File: src/rtl/id_stage_pkg.sv
// Shared decode definitions for the ID and EX stages: opcodes, ALU op classes
// and the packed control bundle carried through ID/EX.
package id_stage_pkg;

  localparam logic [5:0] OP_RTYPE = 6'h00;
  localparam logic [5:0] OP_LW    = 6'h23;
  localparam logic [5:0] OP_SW    = 6'h2B;
  localparam logic [5:0] OP_BEQ   = 6'h04;

  localparam logic [1:0] ALU_OP_ADD   = 2'b00;
  localparam logic [1:0] ALU_OP_SUB   = 2'b01;
  localparam logic [1:0] ALU_OP_FUNCT = 2'b10;

  typedef struct packed {
    logic       reg_dst;
    logic       alu_src;
    logic       mem_to_reg;
    logic       reg_write;
    logic       mem_read;
    logic       mem_write;
    logic       branch;
    logic [1:0] alu_op;
  } ctrl_t;

  localparam ctrl_t CTRL_NOP = '0;

  // Don't-care control entries (sw/beq reg_dst, mem_to_reg) are driven as 0.
  function automatic ctrl_t decode_ctrl(input logic [5:0] opcode);
    ctrl_t c;
    c = CTRL_NOP;
    case (opcode)
      OP_RTYPE: begin
        c.reg_dst   = 1'b1;
        c.reg_write = 1'b1;
        c.alu_op    = ALU_OP_FUNCT;
      end
      OP_LW: begin
        c.alu_src    = 1'b1;
        c.mem_to_reg = 1'b1;
        c.reg_write  = 1'b1;
        c.mem_read   = 1'b1;
        c.alu_op     = ALU_OP_ADD;
      end
      OP_SW: begin
        c.alu_src   = 1'b1;
        c.mem_write = 1'b1;
        c.alu_op    = ALU_OP_ADD;
      end
      OP_BEQ: begin
        c.branch = 1'b1;
        c.alu_op = ALU_OP_SUB;
      end
      default: c = CTRL_NOP;
    endcase
    return c;
  endfunction

endpackage

File: src/rtl/id_stage_regfile.sv
// 32x32 register file, two combinational read ports, one write port, r0 hardwired.
// Define ID_WB_BYPASS_EN to forward a same-cycle writeback onto the read ports.
module id_stage_regfile
  import id_stage_pkg::*;
(
  input  logic        clk_i,
  input  logic        rst_i,
  input  logic [4:0]  rs_addr,
  input  logic [4:0]  rt_addr,
  input  logic        wr_en,
  input  logic [4:0]  wr_addr,
  input  logic [31:0] wr_data,
  output logic [31:0] rs_data,
  output logic [31:0] rt_data
);

  logic [31:0] mem [32];
  logic        wr_valid;

  assign wr_valid = wr_en && (wr_addr != 5'd0);

  always_ff @(posedge clk_i) begin
    if (rst_i) begin
      for (int i = 0; i < 32; i++) mem[i] <= '0;
    end else if (wr_valid) begin
      mem[wr_addr] <= wr_data;
    end
  end

  always_comb begin
    rs_data = (rs_addr == 5'd0) ? 32'd0 : mem[rs_addr];
    rt_data = (rt_addr == 5'd0) ? 32'd0 : mem[rt_addr];
`ifdef ID_WB_BYPASS_EN
    if (wr_valid && (wr_addr == rs_addr)) rs_data = wr_data;
    if (wr_valid && (wr_addr == rt_addr)) rt_data = wr_data;
`endif
  end

endmodule

File: src/rtl/id_stage.sv
// MIPS instruction-decode stage: decode, register read, sign-extend, load-use
// stall and the ID/EX pipeline register. ID_WB_BYPASS_EN enables WB write-through.
module id_stage
  import id_stage_pkg::*;
(
  input  logic        clk_i,
  input  logic        rst_i,
  input  logic [31:0] IFID_pc_i,
  input  logic [31:0] IFID_ir_i,
  input  logic        MEM_ctrl_pc_src_i,
  input  logic        WB_reg_write_i,
  input  logic [4:0]  WB_write_reg_i,
  input  logic [31:0] WB_write_data_i,
  output logic        stall_o,
  output logic [31:0] IDEX_pc_o,
  output logic [31:0] IDEX_rs_data_o,
  output logic [31:0] IDEX_rt_data_o,
  output logic [31:0] IDEX_imm_o,
  output logic [4:0]  IDEX_rs_o,
  output logic [4:0]  IDEX_rt_o,
  output logic [4:0]  IDEX_rd_o,
  output logic        IDEX_reg_write_o,
  output logic        IDEX_mem_to_reg_o,
  output logic        IDEX_mem_read_o,
  output logic        IDEX_mem_write_o,
  output logic        IDEX_branch_o,
  output logic        IDEX_alu_src_o,
  output logic        IDEX_reg_dst_o,
  output logic [1:0]  IDEX_alu_op_o
);

  logic [4:0]  rs, rt, rd;
  logic [31:0] rs_data, rt_data, imm;
  ctrl_t       ctrl_dec, ctrl_q;
  logic        hazard;

  assign rs  = IFID_ir_i[25:21];
  assign rt  = IFID_ir_i[20:16];
  assign rd  = IFID_ir_i[15:11];
  assign imm = {{16{IFID_ir_i[15]}}, IFID_ir_i[15:0]};
  assign ctrl_dec = decode_ctrl(IFID_ir_i[31:26]);

  id_stage_regfile u_regfile (
    .clk_i   (clk_i),
    .rst_i   (rst_i),
    .rs_addr (rs),
    .rt_addr (rt),
    .wr_en   (WB_reg_write_i),
    .wr_addr (WB_write_reg_i),
    .wr_data (WB_write_data_i),
    .rs_data (rs_data),
    .rt_data (rt_data)
  );

  // Load in EX whose destination feeds this instruction: hold one cycle.
  assign hazard  = ctrl_q.mem_read && (IDEX_rt_o != 5'd0) &&
                   ((IDEX_rt_o == rs) || (IDEX_rt_o == rt));
  assign stall_o = hazard && !MEM_ctrl_pc_src_i;

  // Flush and stall both inject an all-zero bubble, data fields included.
  always_ff @(posedge clk_i) begin
    if (rst_i || MEM_ctrl_pc_src_i || hazard) begin
      ctrl_q         <= CTRL_NOP;
      IDEX_pc_o      <= '0;
      IDEX_rs_data_o <= '0;
      IDEX_rt_data_o <= '0;
      IDEX_imm_o     <= '0;
      IDEX_rs_o      <= '0;
      IDEX_rt_o      <= '0;
      IDEX_rd_o      <= '0;
    end else begin
      ctrl_q         <= ctrl_dec;
      IDEX_pc_o      <= IFID_pc_i;
      IDEX_rs_data_o <= rs_data;
      IDEX_rt_data_o <= rt_data;
      IDEX_imm_o     <= imm;
      IDEX_rs_o      <= rs;
      IDEX_rt_o      <= rt;
      IDEX_rd_o      <= rd;
    end
  end

  assign IDEX_reg_dst_o    = ctrl_q.reg_dst;
  assign IDEX_alu_src_o    = ctrl_q.alu_src;
  assign IDEX_mem_to_reg_o = ctrl_q.mem_to_reg;
  assign IDEX_reg_write_o  = ctrl_q.reg_write;
  assign IDEX_mem_read_o   = ctrl_q.mem_read;
  assign IDEX_mem_write_o  = ctrl_q.mem_write;
  assign IDEX_branch_o     = ctrl_q.branch;
  assign IDEX_alu_op_o     = ctrl_q.alu_op;

endmodule
File: config.mk
export PLATFORM = sky130hd
export DESIGN_NAME = id_stage
export DESIGN_NICKNAME = d
export VERILOG_FILES = /design/src/rtl/id_stage_pkg.sv /design/src/rtl/id_stage_regfile.sv /design/src/rtl/id_stage.sv
export SDC_FILE = /design/constraint.sdc
export NUM_CORES = 2
export LEC_CHECK = 0
export BUFFER_PORTS_ARGS = -buffer_cell sky130_fd_sc_hd__buf_4
export CORE_ASPECT_RATIO = 0.8
export CORE_UTILIZATION = 60
export CTS_CLUSTER_DIAMETER = 200
export DETAILED_ROUTE_END_ITERATION = 8
export PLACE_DENSITY = 0.78
export SETUP_SLACK_MARGIN = 0.4
export SYNTH_ARGS = -nofsm -noshare
export SYNTH_HDL_FRONTEND = slang
export SYNTH_HIERARCHICAL = 1
export SYNTH_SLANG_ARGS = --single-unit
File: constraint.sdc
create_clock -name clk_i -period 6.5 [get_ports clk_i]
set_input_delay 1.3 -clock clk_i [delete_from_list [all_inputs] [get_ports clk_i]]
set_output_delay 1.3 -clock clk_i [all_outputs]
set_load 0.02 [all_outputs]
======== Word-level counts from Yosys, hierarchy flattened ========
Memories as Yosys holds them, arrays and structs flattened. A register that Yosys moved wholly into a read port is not among the register bits.
Index checks and enable logic that the tools add are counted.
W data, S select, Z words.
storage, ports and cells
  flip-flop bits (word level) ............. 71
  bits in latches ......................... 0
  bits in writable memories ............... 1024
  memory bits (read-only) ................. 0
  input port bits ......................... 105
  output and inout bits ................... 153
  memories ................................ 1
operators by class
  $add $sub $neg .......................... 0
  multipliers ............................. 0
  div/mod/pow operators ................... 0
  order comparisons ....................... 0
  equality and inequality tests ........... 5
  shifts and indexed selects .............. 0
  muxes and demuxes ....................... 15
  bitwise gates (word level) .............. 0
  reductions and logical operators ........ 18
memories
  memory         depth  width  rd ports  clocked after memory_dff  wr ports  line                    text
  u_regfile.mem  32     32     2         2                         32        id_stage_regfile.sv:17  logic [31:0] mem [32];
operators by type and width
  kind                  count
  $mux W32              1
  $reduce_or A32 Y1     1
  $eq A6 B6 Y1 const B  2
  $mux W1               12
  $eq A5 B5 Y1          2
  $logic_not A5 Y1      2
  $reduce_bool A5 Y1    2
  $reduce_or A2 Y1      4
  $eq A6 B3 Y1 const B  1
  $logic_not A6 Y1      1
  $mux W5               1
  $logic_and A1 B1 Y1   4
  $pmux W2 S2           1
  $logic_or A1 B1 Y1    3
  $logic_not A1 Y1      1

======== Depth between registers and ports, before layout ========
  depth in word-level cells ............... 7
  gate-level depth with buffers ........... 11
  gate-level depth less buffers ........... 6

======== By module ========
The synthesis kept the hierarchy.
modules (own cells, without submodules)
  module            times used  cells each  area each (um^2)  seq. area each (um^2)
  id_stage_regfile  1           3502        54232.0           30749.5
  id_stage          1           475         4688.2            2582.5

======== Least setup slack after synthesis ========
No wires, ideal clock.
  kind .................................... input-to-output
  start point ............................. input IFID_ir_i[20]
  end point ............................... output stall_o
  data arrival time ....................... 2327 ps
  slack ................................... 2873 ps
  cell stages on the path ................. 5
  cells stage by stage .................... xnor2_1 nand3_1 o22ai_1 clkbuf_1 and3b_1
on the way
  word-level cells in the longest chain between the ends .. 4
ends and longest elaborated chain
  what                 line            text
  from (decl)          id_stage.sv:9   input logic [31:0] IFID_ir_i,
  $eq A5 B5 Y1         id_stage.sv:57  ((IDEX_rt_o == rs) || (IDEX_rt_o == rt));
  $logic_or A1 B1 Y1   id_stage.sv:57
  $logic_and A1 B1 Y1  id_stage.sv:56  assign hazard = ctrl_q.mem_read && (IDEX_rt_o != 5'd0) &&
  $logic_and A1 B1 Y1  id_stage.sv:58  assign stall_o = hazard && !MEM_ctrl_pc_src_i;
  to (decl)            id_stage.sv:14  output logic stall_o,
No other way between the ends.

======== Worst setup path after layout ========
  start point ............................. input IFID_ir_i[21]
  end point ............................... output stall_o
The elaborated chain is that of the path after synthesis.

==> flow_summary.ini <==
[global_route]
grt_start_max_net_pins = 111
antenna_found_initial = 18
grt_pass1_wl_mm = 263
grt_util_all_layers_pct = 37.1
first_global_vias = 37900
grt_overflow = 0

[clocking]
clkLatencyLatePin_ns = 0.71
post_cts_resized = 0
clk_pin_slew_ns = 0.06
htreeDepth = 3
cts-root-buf = clkbuf_16
cts_buffers = 113
hold_buffers = 0
cts_tree = built
cts.sinks = 1153
clk_path_buf_depth = 3
post_cts_buffers = 0

[critical_path]
critPathMaxStageDelay_ns = 0.62
slowest_stage = buf_6
crit_path_start_kind = input port
crit_chain = buf_6 -> xnor2_1 -> nand3_1 -> o22ai_4 -> and3b_1 -> buf_4
worstPathRequired_ns = 5.20
worstPathArrival_ns = 2.77
path_max_fanout = 49
crit_path_end_kind = output port
criticalPathCategory = in2out

[placement]
dp_hpwl_mm = 109
io_buffer_count = 257
preCtsSetupSlack_ns = 1.95
dp.cells = 5220
globalplace.congestion = 0.890

[routing]
drc = 0
num_vias = 38100
dr.pass1.iters = 6
initialDrtViolationCount = 5878
ant_nets = 0
drt-vias-per-instance = 6.99
wl_per_cell_microns = 33.8
totalWireLength_mm = 184

[floorplan]
dieArea_sq_um = 99500
ios = 258
die_w_microns = 352
die_h_microns = 282
rows = 102
start_util_pct = 60.7
coreArea_sq_um = 97000

[timing]
worst_pin_slew_ns = 1.23
fin_crit_ns = 4.07
worst_slack_ns = 2.43
setup_violations = 0
fmax_mhz = 246
rsz0062_at_grt = no
slew_violations = 0
relSlewSlack_pct = 17.9
finalSetupTns_ns = 0
fin_crit_sh_pct = 62.6
hold_violations = 0
skew_ns = 0.0271

[job]
drv_cap = 0

[power]
power_frac_seq_pct = 50.8
cellPowerDensity_nw_per_um2 = 263
power.internal_mw = 12.9
comb_power_share_pct = 11.6
clkPwrFrac_pct = 37.6
p_leak_nw = 22.9
p_switching_mw = 4.23
sw_frac_of_total_pct = 24.7
peakVddDrop_mv = 0.247

[synthesis]
synth-seq-cells = 1153
synth_top_area_share_pct = 52.2
synth_ff_type = edfxtp_1
synth_area_sq_um = 58900
async_flop_share_pct = 0
synth_area_leader_cell = edfxtp_1
ys_seq_area_share_pct = 56.6
syn_avg_cell_area_sq_um = 14.8
synth_edf_count = 1024
synth_cells = 3977
synthTopCellsByArea = edfxtp_1 (52%), mux4_2 (18%), and2_1 (11%)
synth_cell_type_count = 48
yosysWarnings = 6

[hold_path]
min_path_type = in2reg

[cells_and_area]
stdcell_count = 5442
nNetsFinal = 4141
layout-drive-gt1-share_pct = 29.4
area_delta_synth_final_pct = 10.6

[run_status]
status = finished clean
## layer usage
metal  routed length [microns]  vias to the layer above  GRT usage, %
met2                     81500                     3270          55.9
met5                        98                        -         0.190
met3                     27500                      588          10.3
met1                     63800                    19000          50.0
li1                          -                    15200             -
met4                     10800                       18          19.2
## worst paths after layout
path / from / endpoint / slack, ns / cells past startpoint
hold reg to reg: IDEX_mem_read_o / IDEX_rt_data_o[10] / 0.94 / 2
setup / recovery: IFID_ir_i[21] / stall_o / 2.43 / 6
setup reg to reg: IDEX_rt_o[3] / IDEX_rs_data_o[10] / 3.19 / 5
hold / removal: IFID_ir_i[29] / IDEX_mem_read_o / 0.81 / 2
## through the flow
step / hold WS [ns] / cell area (sq um) / total power [mW] / utilization (%)
2_1_floorplan: 0.837 / 59000 / 10.0 / -
3_3_place_gp: 0.913 / 61500 / 10.7 / 63.4
3_5_place_dp: 0.926 / 61500 / 10.8 / 63.4
4_1_cts: 0.773 / 65100 / 17.1 / 67.1
5_1_grt: 0.797 / 65100 / 17.5 / 67.1
6_report: 0.808 / 65100 / 17.1 / 67.2
## power by group through the flow
| stage | Combinational [mW] | Clock [mW] | Sequential, mW |
|---|---|---|---|
| finish | 1.99 | 6.44 | 8.71 |
| detailed placement | 1.95 | 0 | 8.85 |
| CTS | 1.96 | 6.49 | 8.69 |
| global route | 2.06 | 6.74 | 8.74 |
| global placement | 1.93 | 0 | 8.82 |
| floorplan | 1.25 | 0 | 8.78 |
## state kept, by name, summed over array words and instances (netlist names), 2 cells and up
| name | count |
|---|---|
| IDEX_alu_op_o | 2 |
| IDEX_imm_o | 16 |
| IDEX_pc_o | 32 |
| IDEX_rs_data_o | 32 |
| IDEX_rs_o | 5 |
| IDEX_rt_data_o | 32 |
| IDEX_rt_o | 5 |
| u_regfile/mem | 1024 |
## placed cells by master (no fill, tap or decap), drive strengths merged, types with 5 or more instances in the layout
cell / count
edfxtp: 1024
and2: 995
mux4: 472
buf: 364
clkbuf: 157
mux2i: 150
a21oi: 140
nand2: 134
dfxtp: 129
o22ai: 104
nor3: 56
a2111oi: 55
a22o: 51
nor2: 38
clkinv: 38
or2: 33
conb: 32
mux2: 30
a22oi: 16
nor2b: 14
xnor2: 10
nand3: 9
inv: 9
diode: 8
a211oi: 8
nor4: 7
nand2b: 6
clkinvlp: 6
o21ai: 5
bufinv: 5
nand3b: 5
## logic make-up (layout without fill, tap and decap cells)
group                     after synthesis  after routing  synth area share [%]
buffers and inverters                 453            579                  3.77
xor gates and xnor gates               10             10                 0.149
muxes                                 652            652                  21.2
AOI/OAI and AO/OA                     391            391                  5.13
and+or+nand+nor                      1317           1317                  13.2
DFF                                  1153           1153                  56.6
other                                   1             40               0.00636
## synth_stat cells (all sizes together), types with 3 or more instances
cell type and instances:
mux4 472, a32o 4, or2 33, xnor2 10, or3b 4, and3 3, nor2b 14, nor3 56
dfxtp 129, nor2 38, mux2i 150, a2111oi 55, a211oi 8, a221oi 4, buf 162, mux2 30
nor4b 3, nand2 134, edfxtp 1024, a22oi 16, clkbuf 289, nor4 7, nand3 9, nand2b 6
nand3b 5, a22o 51, and2 995, o21ai 5, o22ai 104, a21oi 140
## final cells by class
class | instances | area, sq um
inverters | 2 | 7.51
clock buffers | 157 | 3160
flip-flops and latches | 1153 | 33300
fillers | 6574 | 31900
diodes | 8 | 20.0
clock inverters | 56 | 449
repair buffers | 364 | 2910
well taps | 1300 | 1630
multi-input cells | 2402 | 23600
## worst max-delay path: cells and delay by family
kind,cells,cell delay [ns]
buffers and inverters,2,0.77
AO/OA/AOI/OAI,1,0.14
XOR/XNOR,1,0.19
AND/OR/NAND/NOR,2,0.34
(Power assumes the default switching activity.)
